### src/rtl/phy_tx_scheduler.sv
// phy_tx_scheduler
//   Arbitrates the hard-reset, GoodCRC and message transmit requesters onto the single PHY TX
//   packet interface. It enforces an inter-frame gap after every PHY completion and holds off
//   non-hard-reset traffic while the receiver is busy. Failed messages are retried a bounded
//   number of times, and a missing PHY done is caught by a timeout.
//
// Ports
//   clk, rst_n          clock, synchronous active-low reset
//   req_*_en / _type    level requests (hrst, gcrc, msg) and their packet types
//   sched_grant         one-hot active grant: [2]=hrst, [1]=gcrc, [0]=msg
//   sched_done          one-cycle completion pulse, same bit mapping as sched_grant
//   sched_result        valid with sched_done: 1=sent OK, 0=failed/timeout/abandoned
//   phy_rx_busy         receiver mid-packet; blocks gcrc/msg launches
//   phy_tx_en           one-cycle launch pulse to PHY TX control
//   phy_tx_type         packet type, held from launch until done
//   phy_tx_done         PHY completion pulse, with phy_tx_result (1=OK)
module phy_tx_scheduler #(
  parameter int unsigned IFG_CYCLES   = 300,
  parameter int unsigned RETRY_MAX    = 2,
  parameter int unsigned DONE_TIMEOUT = 4095
) (
  input  logic       clk,
  input  logic       rst_n,
  input  logic       req_hrst_en,
  input  logic [2:0] req_hrst_type,
  input  logic       req_gcrc_en,
  input  logic [2:0] req_gcrc_type,
  input  logic       req_msg_en,
  input  logic [2:0] req_msg_type,
  output logic [2:0] sched_grant,
  output logic [2:0] sched_done,
  output logic       sched_result,
  input  logic       phy_rx_busy,
  output logic       phy_tx_en,
  output logic [2:0] phy_tx_type,
  input  logic       phy_tx_done,
  input  logic       phy_tx_result
);

  localparam logic [15:0] GapLoad  = 16'(IFG_CYCLES - 1);
  localparam logic [15:0] ToLast   = 16'(DONE_TIMEOUT - 1);
  localparam logic [2:0]  RetryLim = 3'(RETRY_MAX);

  typedef enum logic [2:0] {
    StIdle,
    StLaunch,
    StWait,
    StGap,
    StResp
  } state_e;

  state_e      state_q, state_d;
  logic [15:0] gap_q, gap_d;
  logic [15:0] to_q, to_d;
  logic [2:0]  retry_q, retry_d;
  logic [2:0]  grant_q, grant_d;
  logic [2:0]  type_q, type_d;
  logic        result_q, result_d;
  logic        tx_en_q;

  logic [2:0]  win_grant;
  logic [2:0]  win_type;
  logic        gap_zero;
  logic        timeout_hit;
  logic        can_retry;

  // Fixed priority; only hard reset may launch while the receiver is busy.
  always_comb begin
    win_grant = 3'b000;
    win_type  = 3'd0;
    if (req_hrst_en) begin
      win_grant = 3'b100;
      win_type  = req_hrst_type;
    end else if (!phy_rx_busy && req_gcrc_en) begin
      win_grant = 3'b010;
      win_type  = req_gcrc_type;
    end else if (!phy_rx_busy && req_msg_en) begin
      win_grant = 3'b001;
      win_type  = req_msg_type;
    end
  end

  assign gap_zero    = (gap_q == 16'd0);
  assign timeout_hit = (to_q == ToLast);
  assign can_retry   = grant_q[0] && (retry_q < RetryLim);

  // State register
  always_ff @(posedge clk) begin
    if (!rst_n) begin
      state_q <= StIdle;
    end else begin
      state_q <= state_d;
    end
  end

  // Next-state logic
  always_comb begin
    state_d = state_q;
    case (state_q)
      StIdle: begin
        if (gap_zero && (win_grant != 3'b000)) begin
          state_d = StLaunch;
        end
      end
      StLaunch: state_d = StWait;
      StWait: begin
        // A done coinciding with the timeout cycle wins over the timeout.
        if (phy_tx_done) begin
          if (phy_tx_result) begin
            state_d = StResp;
          end else if (can_retry) begin
            state_d = StGap;
          end else begin
            state_d = StResp;
          end
        end else if (timeout_hit) begin
          state_d = StResp;
        end
      end
      StGap: begin
        // A hard-reset request abandons the pending message retry.
        if (req_hrst_en) begin
          state_d = StResp;
        end else if (gap_zero && !phy_rx_busy) begin
          state_d = StLaunch;
        end
      end
      StResp:  state_d = StIdle;
      default: state_d = StIdle;
    endcase
  end

  // Datapath next-state
  always_comb begin
    gap_d    = gap_zero ? 16'd0 : (gap_q - 16'd1);
    to_d     = to_q;
    retry_d  = retry_q;
    grant_d  = grant_q;
    type_d   = type_q;
    result_d = result_q;
    case (state_q)
      StIdle: begin
        if (state_d == StLaunch) begin
          grant_d = win_grant;
          type_d  = win_type;
        end
      end
      StLaunch: to_d = 16'd0;
      StWait: begin
        to_d     = to_q + 16'd1;
        result_d = phy_tx_done && phy_tx_result;
        if (state_d != StWait) begin
          gap_d = GapLoad;
        end
        if (state_d == StGap) begin
          retry_d = retry_q + 3'd1;
        end
      end
      StGap: begin
        if (state_d == StResp) begin
          result_d = 1'b0;
        end
      end
      StResp: begin
        grant_d = 3'b000;
        retry_d = 3'd0;
      end
      default: ;
    endcase
  end

  always_ff @(posedge clk) begin
    if (!rst_n) begin
      gap_q    <= 16'd0;
      to_q     <= 16'd0;
      retry_q  <= 3'd0;
      grant_q  <= 3'b000;
      type_q   <= 3'd0;
      result_q <= 1'b0;
      tx_en_q  <= 1'b0;
    end else begin
      gap_q    <= gap_d;
      to_q     <= to_d;
      retry_q  <= retry_d;
      grant_q  <= grant_d;
      type_q   <= type_d;
      result_q <= result_d;
      // Launch pulse is registered so it coincides with the first WAIT cycle.
      tx_en_q  <= (state_q == StLaunch);
    end
  end

  // Outputs
  always_comb begin
    sched_grant  = grant_q;
    phy_tx_type  = type_q;
    phy_tx_en    = tx_en_q;
    sched_done   = 3'b000;
    sched_result = 1'b0;
    if (state_q == StResp) begin
      sched_done   = grant_q;
      sched_result = result_q;
    end
  end

endmodule

### config.mk
export PLATFORM = sky130hd
export DESIGN_NAME = phy_tx_scheduler
export DESIGN_NICKNAME = d
export VERILOG_FILES = /design/src/rtl/phy_tx_scheduler.sv
export SDC_FILE = /design/constraint.sdc
export NUM_CORES = 1
export LEC_CHECK = 0
export BUFFER_PORTS_ARGS = -buffer_cell sky130_fd_sc_hd__buf_2
export CAP_MARGIN = 20
export CORE_ASPECT_RATIO = 0.5
export CORE_MARGIN = 8
export CORE_UTILIZATION = 35
export DETAILED_ROUTE_END_ITERATION = 10
export GPL_TIMING_DRIVEN = 0
export MAX_ROUTING_LAYER = met4
export PLACE_DENSITY_LB_ADDON = 0.15
export SLEW_MARGIN = 20
export SYNTH_ARGS = -nofsm -noshare
export SYNTH_HDL_FRONTEND = slang
export SYNTH_SLANG_ARGS = --single-unit
### constraint.sdc
create_clock -name clk -period 1.7 [get_ports clk]
set_clock_uncertainty 0.2 [all_clocks]
set_input_delay 0.085 -clock clk [delete_from_list [all_inputs] [get_ports clk]]
set_output_delay 0.085 -clock clk [all_outputs]
set_load 0.02 [all_outputs]
==> impl_metrics.py <==
metrics = {
    "clocking": {
        "clk_latency_ps": 290,
        "cts_buffers": 5,
        "cts_tree": "built",
        "cts_sinks": 46,
        "clock_path_buffers": 2,
        "root_buffer": "clkbuf_16",
        "clk_pin_slew_worst_paths_ps": 60,
        "h-tree-depth": 2,
    },
    "timing": {
        "finalCritPeriodShare_pct": 112,
        "fin_crit_ps": 1910,
        "setup_viol": 23,
        "worst_pin_slew_ps": 653,
        "max_clock_freq_mhz": 524,
        "tns_ps": -2630,
        "relSlewSlack_pct": 56.5,
        "worst_slack_ps": -207,
        "drv_slew": 0,
        "grt_setup_unrepaired": "true",
        "finalHoldViolCount": 0,
    },
    "synthesis": {
        "synth_compound_gate_area_share_pct": 17.8,
        "yosys_most_used_dff": "dfxtp_1",
        "yosys_warnings": 0,
        "syn_area_per_cell_sq_um": 8.61,
        "syn_nets": 297,
        "synth-async-reset-ratio_pct": 0,
        "netlist_area_sq_um": 2370,
        "post-synth-top-count-cell": "dfxtp_1",
        "yosysTopAreaCellShare_pct": 38.9,
        "synthCells": 275,
        "synthDistinctLibCells": 53,
        "synth_edf_count": 0,
        "yosys-top-cells-area": "dfxtp_1 39%, a21oi_1 5.3%, nor3_1 4.4%, nor2_1 3.0%, nand3_1 2.7%",
        "yosys.area_share.simple_pct": 32.4,
        "synth-seq-cells": 46,
        "netlist_top_cells_count": "46 x dfxtp_1, 25 x a21oi_1, 21 x nor3_1",
        "seq_area_frac_synth_pct": 38.9,
        "yosysTopAreaCell": "dfxtp_1",
        "synthAdderAreaFrac_pct": 2.64,
        "synthMuxAreaShare_pct": 0.476,
        "synth_top_family_by_area": "simple AND/OR/NAND/NOR gates",
        "synth-xor-area-share_pct": 4.81,
    },
    "setup_path": {
        "rrSetupSlack_ps": -210,
        "worstSetupPathType": "flop to flop",
        "critPathMaxFanout": 4,
        "cp.arrival_ps": 1920,
        "r2r_start": "gap_q[7]",
        "cp.required_ps": 1710,
        "slowest_delay_ps": 490,
        "worst_setup_path_start_kind": "flop",
        "r2r_end": "gap_q[13]",
        "reg2regPathDepth": 5,
        "critPathSlowestCell": "or4_4",
        "crit_chain": "nor4_4, buf_4, nand2_2, or4_4, a211oi_2",
        "cp-end-kind": "flop",
    },
    "global_routing": {
        "antenna_found_initial": 0,
        "grt.total_usage_pct": 14.1,
        "grt_pass1_vias": 2347,
        "grt_pass1_wl_mm": 10.9,
        "grt-ovfl-total": 0,
        "grt_max_degree": 14,
    },
    "final_layout": {
        "utilization_pct": 55.0,
        "diodes": 0,
        "drive_above_1_share_pct": 45.9,
        "nNetsFinal": 376,
        "stdcell_count": 447,
        "syn_to_final_growth_pct": 53.8,
        "fin_area_sq_um": 3640,
    },
    "routing": {
        "drc_errors": 0,
        "wl_per_cell_um": 15.9,
        "avgViaCountPerCell": 5.46,
        "via_count": 2440,
        "ant_nets": 0,
        "routed_wl_mm": 7.10,
        "firstDrtPassIters": 4,
        "drt_first_iter_violations": 157,
    },
    "placement": {
        "dp_cells": 391,
        "place_area_sq_um": 2720,
        "port_buffers": 24,
        "hpwlAfterDp_mm": 4.31,
        "gp_congestion": 0.771,
    },
    "hold_path": {
        "whs_path_depth": 4,
        "min_from": "req_msg_en",
        "hp-class": "primary input to flop",
        "hold_end": "sched_grant[0]",
    },
    "power": {
        "net-switching-power_mw": 1.49,
        "p_int_mw": 2.69,
        "power_frac_comb_pct": 42.6,
        "power_mw": 4.18,
        "pwr-share-clk_pct": 22.7,
        "p_leak_nw": 1.38,
        "switching_share_pct": 35.6,
        "peakVddDrop_v": 0.000768,
        "seqPwrFrac_pct": 34.7,
        "pwr_density_cell_nw_per_um2": 1150,
    },
    "floorplan": {
        "dieWidth_um": 132,
        "boundaryPins": 28,
        "start_util_pct": 35.8,
        "die_area_sq_um": 9810,
        "num_rows": 21,
        "die_h_um": 74.2,
        "core-area_sq_um": 6620,
    },
    "run_status": {
        "violations": "setup timing",
        "status": "complete, but fails checks",
    },
    "flow_run": {
        "cap_viol_max_count": 0,
    },
}
final cells by class:
class                      count  area [sq um]
fill                         621          2980
multi-input combinational    211          1700
sequential                    46           995
timing repair buffer          74           587
clock buffer                   8           136
tap                           92           115
buffer                        12          87.6
inverter                       4          20.0
power groups by stage:
| stage | Sequential (mW) | Clock [mW] | Combinational, mW |
|---|---|---|---|
| finish | 1.45 | 0.948 | 1.78 |
| global route | 1.48 | 1.02 | 1.95 |
| CTS | 1.44 | 0.980 | 1.38 |
| detailed placement | 1.47 | 0 | 1.22 |
| global placement | 1.46 | 0 | 1.20 |
| floorplan | 1.48 | 0 | 0.897 |
cells by family after synthesis:
logic type | after synthesis
mux | 1
buf+inv | 18
fa+ha+maj | 5
xor+xnor | 13
compound gates | 65
flops | 46
simple gates | 127
through the flow:
stage	setup slack, ps	hold slack, ps
after detailed placement	-550	161
after global placement	-555	160
after floorplan	-44.7	36.9
final	-207	63.0
after global routing	-271	71.9
after CTS	-155	52.7
registers in the layout, summed over array words and instances (netlist names):
register,flops
phy_tx_type,3
sched_grant,3
to_q,16
state_q,3
result_q,1
phy_tx_en,1
retry_q,3
gap_q,16
critical path: cells and delay by family, from the launching register on:
kind | cells | cell delay (ps)
and+or+nand+nor | 3 | 880
DFF | 1 | 360
buffers and inverters | 1 | 190
AOI/OAI and AO/OA | 1 | 190
placed cells by master, fill, tap and decap left out, types with 4 or more instances in the layout:
master,synthesis,routed
a21oi_1,25,22
and2_1,5,5
buf_2,2,22
buf_4,0,35
buf_6,0,11
clkbuf_1,12,8
clkbuf_16,0,6
dfxtp_1,46,21
dfxtp_2,0,8
dfxtp_4,0,17
dlygate4sd3_1,0,8
nand2_1,16,12
nand3_1,13,12
nand4_1,6,6
nor2_1,19,16
nor3_1,21,16
nor3_2,0,5
nor4_4,2,4
o21ai_0,11,6
o21ai_2,0,4
or4_4,0,4
xnor2_1,7,7
xor2_1,6,6
worst max path at each step:
stage | startpoint | to | cells after the start
global route | gap_q[7] | gap_q[13] | 5
floorplan | gap_q[7] | gap_q[15] | 4
global placement | to_q[0] | gap_q[5] | 6
CTS | gap_q[9] | state_q[1] | 5
finish | gap_q[7] | gap_q[13] | 5
detailed placement | to_q[0] | gap_q[5] | 6
layer usage:
layer	vias up	share of wire, %	global-route usage (%)
li1	1199	-	-
met5	-	0	-
met2	45	53	25.6
met3	12	3.6	3.50
met1	1184	42	15.0
met4	0	1.5	5.11
timing repair:
| action | CTS | global route |
|---|---|---|
| cloned | 0 | 2 |
| hold endpoints to repair | 8 | 0 |
| hold buffers | 8 | 0 |
| gates resized for setup | 39 | 77 |
| setup buffers | 20 | 21 |
| pin swaps | 11 | 28 |
| setup endpoints to repair | 44 | 38 |
Note: power is estimated with default switching activity, not from simulation.
